File: src/rtl/axis_packetizer_if.sv
// Stream bundle shared by the packetizer's input and output sides.
// Latency: none, wires only.
// Backpressure: tready flows opposite to tvalid/tdata/tlast.
//
// Signals:
//   tvalid : beat valid
//   tready : sink can take the beat
//   tdata  : beat payload
//   tlast  : last beat of a packet (output side only)
//
// The slave modport has no tlast because the upstream stream is untagged.
interface axis_packetizer_if #(
  parameter int DATA_WIDTH = 32
) ();
  logic                  tvalid;
  logic                  tready;
  logic [DATA_WIDTH-1:0] tdata;
  logic                  tlast;

  modport master (output tvalid, output tdata, output tlast, input tready);
  modport slave  (input tvalid, input tdata, output tready);
endinterface

File: src/rtl/axis_packetizer.sv
// Cuts an untagged stream into packets of pkt_len beats (or earlier on flush).
// Latency: 1 cycle, input edge to m_axis valid, through a registered two-entry skid buffer.
// Backpressure: s_axis.tready is a flop that drops only once the skid entry is occupied.
//
// Ports:
//   clk, reset : rising-edge clock; asynchronous active-high reset
//   pkt_len    : beats per packet, sampled on the first beat (0 acts as 1)
//   flush      : closes the packet on the beat accepted with it
//   s_axis     : upstream stream (tvalid/tdata in, tready out)
//   m_axis     : downstream stream (tvalid/tdata/tlast out, tready in)
//   pkt_count  : count of tlast handshakes delivered, wraps at 2^32
module axis_packetizer #(
  parameter int DATA_WIDTH = 32,
  parameter int LEN_WIDTH  = 16
) (
  input  logic                   clk,
  input  logic                   reset,
  input  logic [LEN_WIDTH-1:0]   pkt_len,
  input  logic                   flush,
  axis_packetizer_if.slave       s_axis,
  axis_packetizer_if.master      m_axis,
  output logic [31:0]            pkt_count
);

  typedef enum logic [1:0] {ST_EMPTY, ST_ONE, ST_FULL} state_t;

  state_t                r_state;
  state_t                w_state_nxt;
  logic                  r_s_rdy;
  logic [DATA_WIDTH-1:0] r_main_dat;
  logic                  r_main_last;
  logic [DATA_WIDTH-1:0] r_skid_dat;
  logic                  r_skid_last;
  logic [LEN_WIDTH-1:0]  r_beat_cnt;
  logic [LEN_WIDTH-1:0]  r_len;
  logic [31:0]           r_pkt_count;

  logic                  w_acc;
  logic                  w_dlv;
  logic                  w_beat_last;
  logic                  w_load_main;
  logic                  w_load_skid;
  logic                  w_skid_to_main;
  logic [LEN_WIDTH-1:0]  w_len_in;
  logic [LEN_WIDTH-1:0]  w_eff_len;

  assign w_acc = s_axis.tvalid & r_s_rdy;
  assign w_dlv = (r_state != ST_EMPTY) & m_axis.tready;

  // The first beat of a packet uses the live pkt_len; later beats use the
  // value latched with that first beat, so mid-packet changes are ignored.
  assign w_len_in    = (pkt_len == '0) ? LEN_WIDTH'(1) : pkt_len;
  assign w_eff_len   = (r_beat_cnt == '0) ? w_len_in : r_len;
  assign w_beat_last = (r_beat_cnt == (w_eff_len - LEN_WIDTH'(1))) | flush;

  always_comb begin
    w_state_nxt    = r_state;
    w_load_main    = 1'b0;
    w_load_skid    = 1'b0;
    w_skid_to_main = 1'b0;
    case (r_state)
      ST_EMPTY: begin
        if (w_acc) begin
          w_load_main = 1'b1;
          w_state_nxt = ST_ONE;
        end
      end
      ST_ONE: begin
        if (w_acc && w_dlv) begin
          w_load_main = 1'b1;
        end else if (w_acc) begin
          w_load_skid = 1'b1;
          w_state_nxt = ST_FULL;
        end else if (w_dlv) begin
          w_state_nxt = ST_EMPTY;
        end
      end
      ST_FULL: begin
        // tready is low here, so only the drain side can move.
        if (w_dlv) begin
          w_skid_to_main = 1'b1;
          w_state_nxt    = ST_ONE;
        end
      end
      default: w_state_nxt = ST_EMPTY;
    endcase
  end

  // Ready is computed from the next state, so it never sees m_axis.tready
  // combinationally and drops exactly when the skid entry fills.
  always_ff @(posedge clk or posedge reset) begin
    if (reset) begin
      r_state <= ST_EMPTY;
      r_s_rdy <= 1'b0;
    end else begin
      r_state <= w_state_nxt;
      r_s_rdy <= (w_state_nxt != ST_FULL);
    end
  end

  always_ff @(posedge clk or posedge reset) begin
    if (reset) begin
      r_main_dat  <= '0;
      r_main_last <= 1'b0;
      r_skid_dat  <= '0;
      r_skid_last <= 1'b0;
    end else begin
      if (w_load_main) begin
        r_main_dat  <= s_axis.tdata;
        r_main_last <= w_beat_last;
      end else if (w_skid_to_main) begin
        r_main_dat  <= r_skid_dat;
        r_main_last <= r_skid_last;
      end
      if (w_load_skid) begin
        r_skid_dat  <= s_axis.tdata;
        r_skid_last <= w_beat_last;
      end
    end
  end

  always_ff @(posedge clk or posedge reset) begin
    if (reset) begin
      r_beat_cnt <= '0;
      r_len      <= LEN_WIDTH'(1);
    end else if (w_acc) begin
      if (r_beat_cnt == '0) begin
        r_len <= w_len_in;
      end
      r_beat_cnt <= w_beat_last ? '0 : (r_beat_cnt + LEN_WIDTH'(1));
    end
  end

  always_ff @(posedge clk or posedge reset) begin
    if (reset) begin
      r_pkt_count <= '0;
    end else if (w_dlv && r_main_last) begin
      r_pkt_count <= r_pkt_count + 32'd1;
    end
  end

  assign s_axis.tready = r_s_rdy;
  assign m_axis.tvalid = (r_state != ST_EMPTY);
  assign m_axis.tdata  = r_main_dat;
  assign m_axis.tlast  = r_main_last;
  assign pkt_count     = r_pkt_count;

endmodule

File: src/flat_wrapper.sv
// flat-port wrapper written by rule: the top's interface ports become plain ports
module axis_packetizer_flat 
#(
  parameter int DATA_WIDTH = 32,
  parameter int LEN_WIDTH  = 16
)
  (clk, reset, pkt_len, flush, pkt_count, s_axis_tvalid, s_axis_tdata, s_axis_tready, m_axis_tvalid, m_axis_tdata, m_axis_tlast, m_axis_tready);
  axis_packetizer_if #(.DATA_WIDTH(DATA_WIDTH)) s_axis_i ();
  axis_packetizer_if #(.DATA_WIDTH(DATA_WIDTH)) m_axis_i ();
  input  logic clk;
  input  logic reset;
  input  logic [LEN_WIDTH-1:0] pkt_len;
  input  logic flush;
  output logic [31:0] pkt_count;
  input wire logic [$bits(s_axis_i.tvalid)-1:0] s_axis_tvalid;
  input wire logic [$bits(s_axis_i.tdata)-1:0] s_axis_tdata;
  output wire logic [$bits(s_axis_i.tready)-1:0] s_axis_tready;
  output wire logic [$bits(m_axis_i.tvalid)-1:0] m_axis_tvalid;
  output wire logic [$bits(m_axis_i.tdata)-1:0] m_axis_tdata;
  output wire logic [$bits(m_axis_i.tlast)-1:0] m_axis_tlast;
  input wire logic [$bits(m_axis_i.tready)-1:0] m_axis_tready;
  assign s_axis_i.tvalid = s_axis_tvalid;
  assign s_axis_i.tdata = s_axis_tdata;
  assign s_axis_tready = s_axis_i.tready;
  assign m_axis_tvalid = m_axis_i.tvalid;
  assign m_axis_tdata = m_axis_i.tdata;
  assign m_axis_tlast = m_axis_i.tlast;
  assign m_axis_i.tready = m_axis_tready;
  axis_packetizer #(.DATA_WIDTH(DATA_WIDTH), .LEN_WIDTH(LEN_WIDTH)) u_core (.clk(clk), .reset(reset), .pkt_len(pkt_len), .flush(flush), .s_axis(s_axis_i), .m_axis(m_axis_i), .pkt_count(pkt_count));
endmodule
File: config.mk
export PLATFORM = sky130hd
export DESIGN_NAME = axis_packetizer_flat
export DESIGN_NICKNAME = d
export VERILOG_FILES = /design/src/rtl/axis_packetizer_if.sv /design/src/rtl/axis_packetizer.sv /design/src/flat_wrapper.sv
export SDC_FILE = /design/constraint.sdc
export NUM_CORES = 1
export LEC_CHECK = 0
export ABC_AREA = 1
export ABC_CLOCK_PERIOD_IN_PS = 3950
export CORE_MARGIN = 5
export CORE_UTILIZATION = 50
export CTS_BUF_LIST = sky130_fd_sc_hd__clkbuf_8
export CTS_CLUSTER_DIAMETER = 200
export CTS_CLUSTER_SIZE = 14
export DETAILED_ROUTE_END_ITERATION = 10
export PLACE_DENSITY = 0.79
export SETUP_SLACK_MARGIN = 0.05
export SYNTH_ARGS = -nofsm -noshare
export SYNTH_HDL_FRONTEND = slang
export SYNTH_SLANG_ARGS = --single-unit
File: constraint.sdc
create_clock -name clk -period 3.95 [get_ports clk]
set_clock_uncertainty 0.1 [all_clocks]
set_input_delay 0.5925 -clock clk [delete_from_list [all_inputs] [get_ports clk]]
set_output_delay 0.5925 -clock clk [all_outputs]
set_load 0.01 [all_outputs]
Word-level counts from Yosys, hierarchy flattened
Cells that the tools add are included.

Reductions and logical operators: 7. Equal/unequal tests: 4. Add/sub/neg operators: 3. Bitwise gates (word level): 3. Muxes and demuxes: 20.

Operator list (number): $mux 32 (2); $mux 16 (3); $add 32x1->32 const B (1); $logic_not 16->1 (2); $add 16x1->16 const B (1); $eq 16x16->1 (1); $sub 16x1->16 const B (1); $mux 2 (5); $mux 1 (8); $pmux 2 s3 (1); $reduce_bool 2->1 (2); $and 1x1->1 (2); $eq 2x1->1 const B (1); $eq 2x2->1 const B (1); $logic_and 1x1->1 (2); $logic_not 2->1 (1); $ne 2x2->1 const B (1); $pmux 1 s2 (1); $or 1x1->1 (1).

Logic and storage cells: 46. Flip-flop bits (word level): 133.

Depth between registers and ports, before layout
Gate-level depths: netlist of run 1.

Depth after elaboration: 7. Mapped depth: 23.

Worst setup path before layout of run 1
OpenSTA, ideal clock, no wires.

Path type: reg2reg. Start point: reg u_core.r_beat_cnt[0]. End point: reg u_core.r_beat_cnt[10]. Path buffers: 1. Setup time: 138 ps. Arrival: 2530 ps. Stages on the path, launching flop included: 22. Setup slack: 1183 ps. Clock period less this slack: 2767 ps. Cell sequence: dfrtp_1 > inv_1 > ha_1 > nand2_1 > nor2_4 > nand2_4 > nand2_1 > nand2_2 > inv_1 > ha_1 > nand3_1 > nor2_1 > nand3_1 > o21ai_0 > nand2_1 > nor2_1 > nand2_1 > nor2_2 > nand2_2 > nand2_4 > buf_12 > a21oi_2.

Longest elaborated chain between the ends: 6. Elaborated cells on any way between the ends: 7. Classes of those cells: add/sub: 2; eq/ne: 1; mux: 2; bitwise: 1; reduce/logical: 1.

RTL lines: from (decl) (RTL line axis_packetizer.sv:34) `logic [LEN_WIDTH-1:0] r_beat_cnt;`; from (signal assigned) (RTL line axis_packetizer.sv:130) `r_beat_cnt <= w_beat_last ? '0 : (r_beat_cnt + LEN_WIDTH'(1));`; $logic_not 16->1 (RTL line axis_packetizer.sv:53) `assign w_eff_len = (r_beat_cnt == '0) ? w_len_in : r_len;`; $mux 16 (RTL line axis_packetizer.sv:53); $sub 16x1->16 (RTL line axis_packetizer.sv:54) `assign w_beat_last = (r_beat_cnt == (w_eff_len - LEN_WIDTH'(1))) | flush;`; $eq 16x16->1 (RTL line axis_packetizer.sv:54); $or 1x1->1 (RTL line axis_packetizer.sv:54); $mux 16 (*) (RTL line axis_packetizer.sv:130).

Mark *: on every way between the ends. The rest lies on a longest branch, timed or not. A chain may end at the register's enable or synchronous reset.

Worst setup path after layout of run 1
Start point: reg u_core.r_beat_cnt[0]. End point: reg u_core.r_beat_cnt[13].

The elaborated chain is that of the path after synthesis.

==> impl_metrics.yaml, run 1 <==
placed_design:
  place.detailed.hpwl_mm: 11.6
  io_buffers: 119
  gp_congestion: 0.914
  place_ws_ns: 0.509
clock_tree:
  post_cts_buffers: 0
  post_cts_resized: 0
  hold_buffers: 0
  clockRootBuffer: "clkbuf_8"
  cts_buffers: 17
  clk_pin_slew_ns: 0.08
  cts_buffer_depth: 2
  cts_tree: "done"
  htree_levels: 4
  clk_latency_ns: 0.46
  cts.sinks: 133
final_layout:
  areaGrowthSynthToFinish_pct: 26.0
  final_nets: 1020
  multiInputGateArea_um2: 3080
  diodes: 0
  nFillCells: 1185
  seq_area_um2: 3330
  drive_above_1_share_pct: 10.0
worst_setup_path:
  critical_path.most_common_cell: "nand2_1"
  crit_end: "u_core.r_beat_cnt[13]"
  critPathMaxFanout: 17
  crit_path_start_kind: "flip-flop"
  r2r-end: "u_core.r_beat_cnt[13]"
  r2r_start: "u_core.r_beat_cnt[0]"
  critical_path_class: "flip-flop to flip-flop"
  cp_cell_sequence: "inv_1 -> ha_1 -> nand2_1 -> nor2_4 -> nand2_4 -> nand2_1 -> nand2_2 -> inv_1 -> ha_1 -> nand3_1 -> nor2_1 -> nand3_1 -> o21ai_0 -> nand2_1 -> nor2_1 -> nand2_1 -> nor2_2 -> nand2_2 -> nand2_4 -> a21oi_1"
  r2r_cells: 20
  cp-end-kind: "flip-flop"
  r2r_slack_ns: 0.52
  critical_path.slowest_cell: "dfrtp_1"
  cp-startpoint: "u_core.r_beat_cnt[0]"
  critPathMaxStageDelay_ns: 0.42
  required_ns: 4.17
  crit_arrival_ns: 3.65
flow_run:
  drv_cap: 0
timing:
  tns_ns: 0
  setup_viol: 0
  clock.fmax_mhz: 291
  rsz0062_at_grt: "no"
  setup_slack_ns: 0.518
  min_period_ns: 3.43
  hold_viol: 0
  drv_slew: 0
  slew_headroom_pct: 58.2
  fin_crit_sh_pct: 86.9
  max_slew.worst_pin.slew_ns: 0.626
synth:
  ys_warn_count: 0
  synth_top_family_by_area: "simple AND/OR/NAND/NOR gates"
  synth_xor_area_share_pct: 6.83
  syn-cell-area_um2: 6920
  muxShareOfSynthArea_pct: 0
  synthArstFlopShare_pct: 100
  synth_cell_types: 34
  synth_area_leaders: "dfrtp_1 48%, nand2_1 12%, inv_1 5.6%"
  yosys.area_share.simple_pct: 26.6
  synth_common_cells: "217 x nand2_1, 132 x dfrtp_1, 103 x inv_1, 74 x nor2_1, 52 x o21ai_0"
  yosysSeqAreaShare_pct: 48.1
  synth_top_cell_area_share_pct: 47.7
  synth-compound-area-share_pct: 10.2
  synth_top_cell_by_area: "dfrtp_1"
  synth-seq-cells: 133
  yosysMostFrequentCell: "nand2_1"
  synthCells: 837
  yosys_most_used_dff: "dfrtp_1"
  synth_fp_nets: 894
  syn_area_per_cell_um2: 8.27
  synth-adder-area-share_pct: 0.723
  synth_edf_count: 0
route:
  via_per_inst: 5.01
  drcViolationCount: 0
  antenna_left: 0
  drt_iter0_drc: 366
  wire_per_inst_um: 14.1
  dr.pass1.iters: 6
  wl_mm: 16.3
  vias: 5794
global_route:
  grt_overflow_total: 0
  grtUsageTotal_pct: 21.2
  grt_pass1_wl_mm: 28.0
  grt_pass1_vias: 5974
  grt_max_degree: 62
  antenna_found_initial: 1
floorplan:
  io_pins: 120
  num_rows: 43
  dieArea_um2: 16300
  initial_core_util_pct: 50.5
  fp.coreArea_um2: 13700
  die_h_um: 128
  die_w_um: 128
power_and_ir_drop:
  power.ir.vdd_worst_uv: 395
  power.density_nw_per_um2: 665
  leakagePower_nw: 4.08
status:
  status: "complete, no violations"
hold_path:
  hold_path.class: "flip-flop to flip-flop"
-- power breakdown --
part           internal [W]  switching [W]  total (W)  leakage, nW
combinational       0.00107        0.00145    0.00251         2.20
clock              0.000631       0.000572    0.00120        0.218
sequential          0.00181       0.000280    0.00209         1.66
total               0.00351        0.00230    0.00581         4.08
-- kinds of logic (layout without fill, tap and decap cells) --
kind of cell | Yosys count | count (layout)
AO/OA/AOI/OAI | 111 | 111
XOR/XNOR | 52 | 52
adder cells (fa/ha/maj) | 4 | 4
buffers and inverters | 127 | 266
flip-flops | 133 | 133
AND/OR/NAND/NOR | 410 | 410
-- layout by cell type (no fill, tap or decap), drive strengths merged --
| master | n |
|---|---|
| nand3b | 4 |
| o21bai | 1 |
| nand3 | 45 |
| nand4 | 11 |
| and2 | 1 |
| a21oi | 18 |
| a31oi | 8 |
| nor3b | 1 |
| clkinv | 6 |
| xnor2 | 11 |
| clkinvlp | 1 |
| ha | 4 |
| buf | 11 |
| clkdlybuf4s50 | 119 |
| a221o | 9 |
| nor3 | 13 |
| dfstp | 1 |
| xnor3 | 1 |
| inv | 109 |
| dfrtp | 132 |
| nor2 | 92 |
| nand2 | 238 |
| o211ai | 23 |
| o21ai | 52 |
| bufinv | 3 |
| nor4 | 5 |
| xor2 | 40 |
| clkbuf | 17 |
-- worst max-delay path, delay by kind of cell (launching register included) --
| kind | cells | cell delay, ns |
|---|---|---|
| adders and majority gates | 2 | 0.41 |
| DFF | 1 | 0.42 |
| AOI/OAI and AO/OA | 2 | 0.28 |
| buffers and inverters | 2 | 0.25 |
| and+or+nand+nor | 14 | 1.82 |
-- sequential cells by signal, summed over array words and instances (netlist names) --
name	count
u_core.r_skid_dat	32
u_core.s_axis.tready	1
u_core.r_beat_cnt	16
u_core.r_skid_last	1
u_core.m_axis.tdata	32
u_core.r_len	16
u_core.m_axis.tlast	1
u_core.r_state	2
u_core.pkt_count	32
-- cell type report --
| type | instances | share of cell area, % |
|---|---|---|
| clock buffer | 17 | 2.68 |
| clock inverter | 15 | 2.04 |
| inverter | 104 | 4.52 |
| multi-input combinational | 577 | 35.3 |
| sequential | 133 | 38.2 |
| tap | 180 | 2.58 |
| timing repair buffer | 130 | 14.7 |
-- layer usage --
| metal | vias up | routed length [µm] | global-route usage, % |
|---|---|---|---|
| li1 | 2930 | - | - |
| met1 | 2689 | 7580 | 29.0 |
| met2 | 151 | 7260 | 32.3 |
| met3 | 22 | 1220 | 6.92 |
| met4 | 2 | 200 | 6.37 |
| met5 | - | 11 | 0 |
-- worst min path at each step --
| stage | from | to | slack [ns] | cells past startpoint |
|---|---|---|---|---|
| final | u_core.pkt_count[31] | u_core.pkt_count[31] | 0.38 | 1 |
| after global routing | u_core.pkt_count[31] | u_core.pkt_count[31] | 0.41 | 1 |
| after CTS | u_core.pkt_count[31] | u_core.pkt_count[31] | 0.39 | 1 |
| after detailed placement | u_core.pkt_count[31] | u_core.pkt_count[31] | 0.37 | 1 |
| after global placement | u_core.pkt_count[31] | u_core.pkt_count[31] | 0.37 | 1 |
| after floorplan | u_core.r_len[10] | u_core.r_len[10] | 0.35 | 2 |
-- through the flow --
step / hold slack, ns / area, µm² / utilization (%) / instances / total power, W
finish: 0.384 / 8720 / 63.6 / 1156 / 0.00581
detailed placement: 0.371 / 8310 / 60.6 / 1124 / 0.00462
global placement: 0.365 / 8310 / 60.6 / 1124 / 0.00456
global route: 0.414 / 8720 / 63.6 / 1156 / 0.00626
CTS: 0.389 / 8720 / 63.6 / 1156 / 0.00584
floorplan: 0.353 / 6930 / - / 837 / 0.00376
Power figures use the tool's default switching activity.
==> run 2, diff against run 1 <==
ABC_AREA = 0   (was 1)
==> run 2 against run 1 <==
  * Combinational power down 3%
  * Routed wire length is 19% higher
  * Register-to-register slack worse by 0.51 ns
  * Fmax is 13% lower
  * Worst hold slack got worse by 0.028 ns
  * Design area up 10%
  * Critical path depth is 2 lower
  * Core utilization grew 6.1 points
  * Via count up 4.3%
  * First-iteration DRC count rose by 35%
  * Flip-flop and latch count unchanged
  * Final cell count decreased by 9.1%
  * Critical endpoint is now u_core.r_beat_cnt[14]
  * Largest cell class is now multi-input combinational cells
  * Largest power group unchanged
==> impl_metrics.yaml, run 2 <==
synth:
  ys_warn_count: 0
  yosysMostFrequentCell: "dfrtp_1"
  synth_top_family_by_area: "simple AND/OR/NAND/NOR gates"
  synth_top_cell_by_area: "dfrtp_1"
  synth_top_cell_area_share_pct: 47.4
  syn-cell-area_um2: 6970
  muxShareOfSynthArea_pct: 13.2
  synth-adder-area-share_pct: 0.719
  yosysSeqAreaShare_pct: 47.8
  synthCells: 676
  synth_cell_types: 63
  synth_xor_area_share_pct: 7.17
  synth_fp_nets: 733
  synth_edf_count: 0
  yosys.area_share.simple_pct: 19.0
  synth-compound-area-share_pct: 9.14
  synthArstFlopShare_pct: 100
  yosys_most_used_dff: "dfrtp_1"
  synth_area_leaders: "dfrtp_1 47%, mux2_2 7.3%, mux2i_1 5.7%"
  synth-seq-cells: 133
  synth_common_cells: "132 x dfrtp_1, 76 x nand2_1, 45 x mux2_2, 42 x o21ai_0, 40 x mux2i_1"
  syn_area_per_cell_um2: 10.3
worst_setup_path:
  required_ns: 4.12
  crit_path_start_kind: "flip-flop"
  r2r_slack_ns: 0.01
  cp-end-kind: "flip-flop"
  r2r_cells: 18
  critical_path_class: "flip-flop to flip-flop"
  critPathMaxFanout: 7
  crit_arrival_ns: 4.11
timing:
  rsz0062_at_grt: "yes"
  tns_ns: 0
  min_period_ns: 3.94
  hold_viol: 0
  fin_crit_sh_pct: 99.7
  slew_headroom_pct: 27.0
  clock.fmax_mhz: 254
  max_slew.worst_pin.slew_ns: 1.09
  setup_viol: 0
  drv_slew: 0
final_layout:
  areaGrowthSynthToFinish_pct: 37.8
  mostFrequentLayoutCell: "dfrtp_1"
  layout_common_cells: "132 x dfrtp_1, 117 x clkdlybuf4s50_1, 75 x nand2_1, 75 x buf_4, 45 x mux2_2"
  diodes: 0
  seq_area_um2: 3330
  final_nets: 915
  nFillCells: 1053
  multiInputGateArea_um2: 3710
  stdcell_count: 1051
  drive_above_1_share_pct: 23.4
clock_tree:
  cts.sinks: 133
  clk_pin_slew_ns: 0.08
  cts_buffer_depth: 2
  clockRootBuffer: "clkbuf_8"
  clk_latency_ns: 0.44
  cts_buffers: 17
  htree_levels: 4
  cts_tree: "done"
route:
  wl_mm: 19.4
  via_per_inst: 5.75
  dr.pass1.iters: 5
  antenna_left: 0
  drt_iter0_drc: 493
  drcViolationCount: 0
  wire_per_inst_um: 18.5
  vias: 6042
power_and_ir_drop:
  power.density_nw_per_um2: 624
  leakagePower_nw: 4.22
  power.ir.vdd_worst_uv: 488
floorplan:
  fp.coreArea_um2: 13800
  dieArea_um2: 16400
  die_h_um: 128
  die_w_um: 128
  io_pins: 120
  initial_core_util_pct: 50.6
  num_rows: 43
global_route:
  grtUsageTotal_pct: 24.3
  grt_max_degree: 70
  use_met1_pct: 29.8
  grtUsageMet3_pct: 7.21
  grt_overflow_total: 0
  grt_pass1_vias: 6306
  grt_use_met2_pct: 40.5
  grt.busiest_layer: "met2"
  grt_pass1_wl_mm: 32.0
  antenna_found_initial: 0
hold_path:
  hold_path.class: "input port to asynchronous set/reset pin"
placed_design:
  io_buffers: 119
  gp_congestion: 0.999
  place.detailed.hpwl_mm: 13.7
  dp.cells: 1004
status:
  status: "complete, no violations"
flow_run:
  drv_cap: 0
## run 2: cell types whose count changed after synthesis, sizes merged, moves of 10 or more
cell | previous run | this run
and3 | 0 | 10
inv | 104 | 13
mux2 | 0 | 46
mux2i | 0 | 40
nand2 | 238 | 76
nand3 | 45 | 25
nor2 | 92 | 29
nor3 | 13 | 32
nor4 | 5 | 18
o211ai | 23 | 1
xnor2 | 11 | 38
xor2 | 40 | 19
## run 2: metrics by stage
step	setup WS [ns]	util (%)	hold slack, ns	total power [W]	area [µm²]
6_report	0.0115	69.7	0.356	0.00599	9600
5_1_grt	-0.141	69.7	0.350	0.00632	9600
2_1_floorplan	-0.0790	-	0.359	0.00347	7040
3_5_place_dp	-0.482	64.0	0.366	0.00444	8810
4_1_cts	0.0510	69.3	0.335	0.00595	9550
3_3_place_gp	-0.417	64.0	0.362	0.00435	8810
## run 2: worst max-delay path: stages, from the launching register on
cell and delay (ns):
dfrtp_1 0.39, inv_2 0.08, ha_4 0.15, nor4b_4 0.21, nand4_1 0.21, nor3b_2 0.26, or2_4 0.17, ha_4 0.14
nor3b_4 0.26, buf_6 0.13, nand3_1 0.09, a211oi_2 0.32, nor3_2 0.11, nor4_2 0.29, nand4_1 0.19, nor4_4 0.31
buf_4 0.17, clkbuf_16 0.14, nor3_1 0.05
## run 2: final timing paths
check                                          start                 endpoint
worst max-delay path            u_core.r_beat_cnt[1]    u_core.r_beat_cnt[14]
worst min-delay path                           reset  u_core.m_axis.tdata[22]
worst max register to register  u_core.r_beat_cnt[1]    u_core.r_beat_cnt[14]
worst min register to register  u_core.pkt_count[31]     u_core.pkt_count[31]
max in group asynchronous                      reset     u_core.r_skid_dat[6]
min in group clk                u_core.pkt_count[31]     u_core.pkt_count[31]
## run 2: area by class of cell
cell class / instances / area share [%]
clock buffers: 19 / 2.72
clock inverters: 13 / 2.03
inverters: 13 / 0.547
multi-input cells: 494 / 38.6
flip-flops and latches: 133 / 34.7
well taps: 180 / 2.35
repair buffers: 199 / 19.1
## run 2: logic make-up (layout without fill, tap and decap cells)
| logic type | Yosys count | count (layout) |
|---|---|---|
| flip-flops | 133 | 133 |
| multiplexers | 86 | 86 |
| AO/OA/AOI/OAI | 98 | 98 |
| AND/OR/NAND/NOR | 249 | 249 |
| adder cells (fa/ha/maj) | 4 | 4 |
| buffers and inverters | 49 | 244 |
| XOR/XNOR | 57 | 57 |
## run 2: per-layer routing
| layer | wire [µm] | part of all wire [%] | vias to the layer above |
|---|---|---|---|
| met5 | 0 | 0 | - |
| met4 | 440 | 2.3 | 0 |
| met3 | 1430 | 7.4 | 35 |
| met2 | 9790 | 50 | 237 |
| met1 | 7760 | 40 | 2957 |
| li1 | - | - | 2813 |
## run 2: where the power goes
part	switching, W	internal [W]	total, W
Clock	0.000579	0.000734	0.00131
Sequential	0.000411	0.00182	0.00223
Combinational	0.00115	0.00130	0.00244
## run 2: repair_timing
item	in CTS	in global routing
hold buffers	0	0
setup buffers	10	5
resized for setup	34	9
pin swaps	17	6
gates cloned	1	0
hold endpoints to repair	0	0
setup endpoints to repair	18	18
==> run 3, diff against run 2 <==
RECOVER_POWER = 25   (was unset)
TNS_END_PERCENT = 5   (was unset)
==> run 3 against run 2 <==
  * The flow now finishes with violations (max-capacitance violations, max-slew violations, negative setup slack)
  * Fmax fell by 3.0%
  * Setup slack got worse by 0.12 ns
  * Die area did not move
  * Sequential share of layout area rose by 0.55 points
  * Final cell count rose by 0.19%
  * Clock power fell by 14%
  * Via count fell by 0.25%
  * Non-clock buffer count rose by 2
  * Combinational power fell by 4%
  * Critical endpoint is now u_core.r_beat_cnt[5]
  * Largest cell class unchanged
  * Largest power group unchanged
  * Highest routed layer unchanged
==> impl_metrics.yaml, run 3 (synthesis results as in run 2) <==
timing:
  rsz0062_at_grt: "yes"
  hold_viol: 0
  slew_headroom_pct: -24.3
  min_period_ns: 4.06
  clock.fmax_mhz: 246
  max_slew.worst_pin.slew_ns: 1.86
  fin_crit_sh_pct: 103
  drv_slew: 77
  setup_viol: 14
  setup_slack_ns: -0.110
route:
  wire_per_inst_um: 18.3
  via_per_inst: 5.72
  drcViolationCount: 0
  antenna_left: 0
  vias: 6027
  wl_mm: 19.3
  drt_iter0_drc: 332
  dr.pass1.iters: 5
clock_tree:
  cts_buffer_depth: 2
  htree_levels: 4
  clockRootBuffer: "clkbuf_8"
  hold_buffers: 0
  clk_pin_slew_ns: 0.08
  cts.sinks: 133
  cts_buffers: 17
  cts_tree: "done"
  clk_latency_ns: 0.45
power_and_ir_drop:
  leakagePower_nw: 4.16
  power.density_nw_per_um2: 603
  power.ir.vdd_worst_uv: 533
  power_w: 0.00570
placed_design:
  place_ws_ns: -0.609
  dp.cells: 1013
  io_buffers: 119
  place.detailed.hpwl_mm: 13.9
  dpl_cell_area_um2: 8810
  gp_congestion: 0.971
worst_setup_path:
  crit_arrival_ns: 4.25
  critical_path.slowest_cell: "or4_4"
  crit_path_start_kind: "flip-flop"
  critical_path.most_common_cell: "buf_4"
  critical_path_class: "flip-flop to flip-flop"
  cp_cell_sequence: "buf_4 -> nor4b_4 -> and4_4 -> mux2i_2 -> ha_4 -> or3b_4 -> or4_4 -> nor2_4 -> a41oi_2 -> o31ai_2 -> buf_4 -> nand4_1 -> nor4_4 -> buf_4 -> clkbuf_16 -> nor3_1"
  required_ns: 4.14
  cp-end-kind: "flip-flop"
  critPathMaxStageDelay_ns: 0.45
  critPathMaxFanout: 7
floorplan:
  fp.coreArea_um2: 13800
  io_pins: 120
  die_w_um: 128
  die_h_um: 128
  dieArea_um2: 16400
  initial_core_util_pct: 50.6
  num_rows: 43
global_route:
  grt_overflow_total: 0
  grt_max_degree: 77
  grtUsageTotal_pct: 24.1
  grt_pass1_wl_mm: 31.4
  grt_pass1_vias: 6292
  antenna_found_initial: 0
final_layout:
  mostFrequentLayoutCell: "dfrtp_1"
  final_nets: 917
  fin_area_um2: 9450
  diodes: 0
  layout_common_cells: "132 x dfrtp_1, 116 x clkdlybuf4s50_1, 78 x buf_4"
  drive_above_1_share_pct: 22.5
  fin_util_pct: 68.6
  areaGrowthSynthToFinish_pct: 35.7
  stdcell_count: 1053
status:
  status: "complete, but fails checks"
  violations: "max-capacitance violations, max-slew violations, negative setup slack"
hold_path:
  hold_path.class: "flip-flop to flip-flop"
flow_run:
  drv_cap: 1
## run 3: final timing paths
kind | from | to | slack [ns] | depth (start not counted)
max in group asynchronous | reset | u_core.r_beat_cnt[14] | 1.43 | 3
hold / removal | u_core.pkt_count[31] | u_core.pkt_count[31] | 0.38 | 1
setup / recovery | u_core.r_beat_cnt[6] | u_core.r_beat_cnt[5] | -0.11 | 16
setup reg to reg | u_core.r_beat_cnt[6] | u_core.r_beat_cnt[5] | -0.11 | 16
min in group asynchronous | reset | u_core.pkt_count[30] | 1.00 | 3
hold reg to reg | u_core.pkt_count[31] | u_core.pkt_count[31] | 0.38 | 1
## run 3: report_power, final
| part | total, W | switching (W) | internal (W) |
|---|---|---|---|
| Clock | 0.00113 | 0.000572 | 0.000558 |
| Combinational | 0.00235 | 0.00111 | 0.00125 |
| Sequential | 0.00221 | 0.000394 | 0.00182 |
## run 3: layout make-up
cell class / count / area (µm²)
Fill cell: 1041 / 4320
Multi-Input combinational cell: 494 / 3620
Sequential cell: 133 / 3330
Timing Repair Buffer: 201 / 1830
Clock buffer: 20 / 275
Tap cell: 180 / 225
Clock inverter: 12 / 118
Inverter: 13 / 52.6
## run 3: worst max-delay path, delay by kind of cell, from the launching register on
family                   cells  cell delay, ns
AND/OR/NAND/NOR              8            1.90
adder cells (fa/ha/maj)      1            0.20
buffers and inverters        4            0.64
flip-flops                   1            0.42
multiplexers                 1            0.33
AO/OA/AOI/OAI                2            0.33
## run 3: per-layer routing
layer	global-route usage [%]	vias to the layer above	routed length (µm)
li1	-	2815	-
met1	29.3	2994	7950
met2	40.4	180	9560
met3	7.75	38	1310
met4	8.43	0	469
met5	0	-	0
## run 3: timing repair
| item | in CTS | in global routing |
|---|---|---|
| hold endpoints to repair | 0 | 0 |
| gates resized for setup | 21 | 16 |
| pin swaps | 8 | 9 |
| cloned | 1 | 0 |
| setup endpoints to repair | 18 | 18 |
| buffers inserted | 4 | 3 |
## run 3: stage by stage
step | TNS, ns | hold WS (ns)
floorplan | -3.74 | 0.359
global placement | -9.88 | 0.361
detailed placement | -10.45 | 0.368
CTS | -2.65 | 0.382
global route | -3.24 | 0.409
finish | -1.26 | 0.384
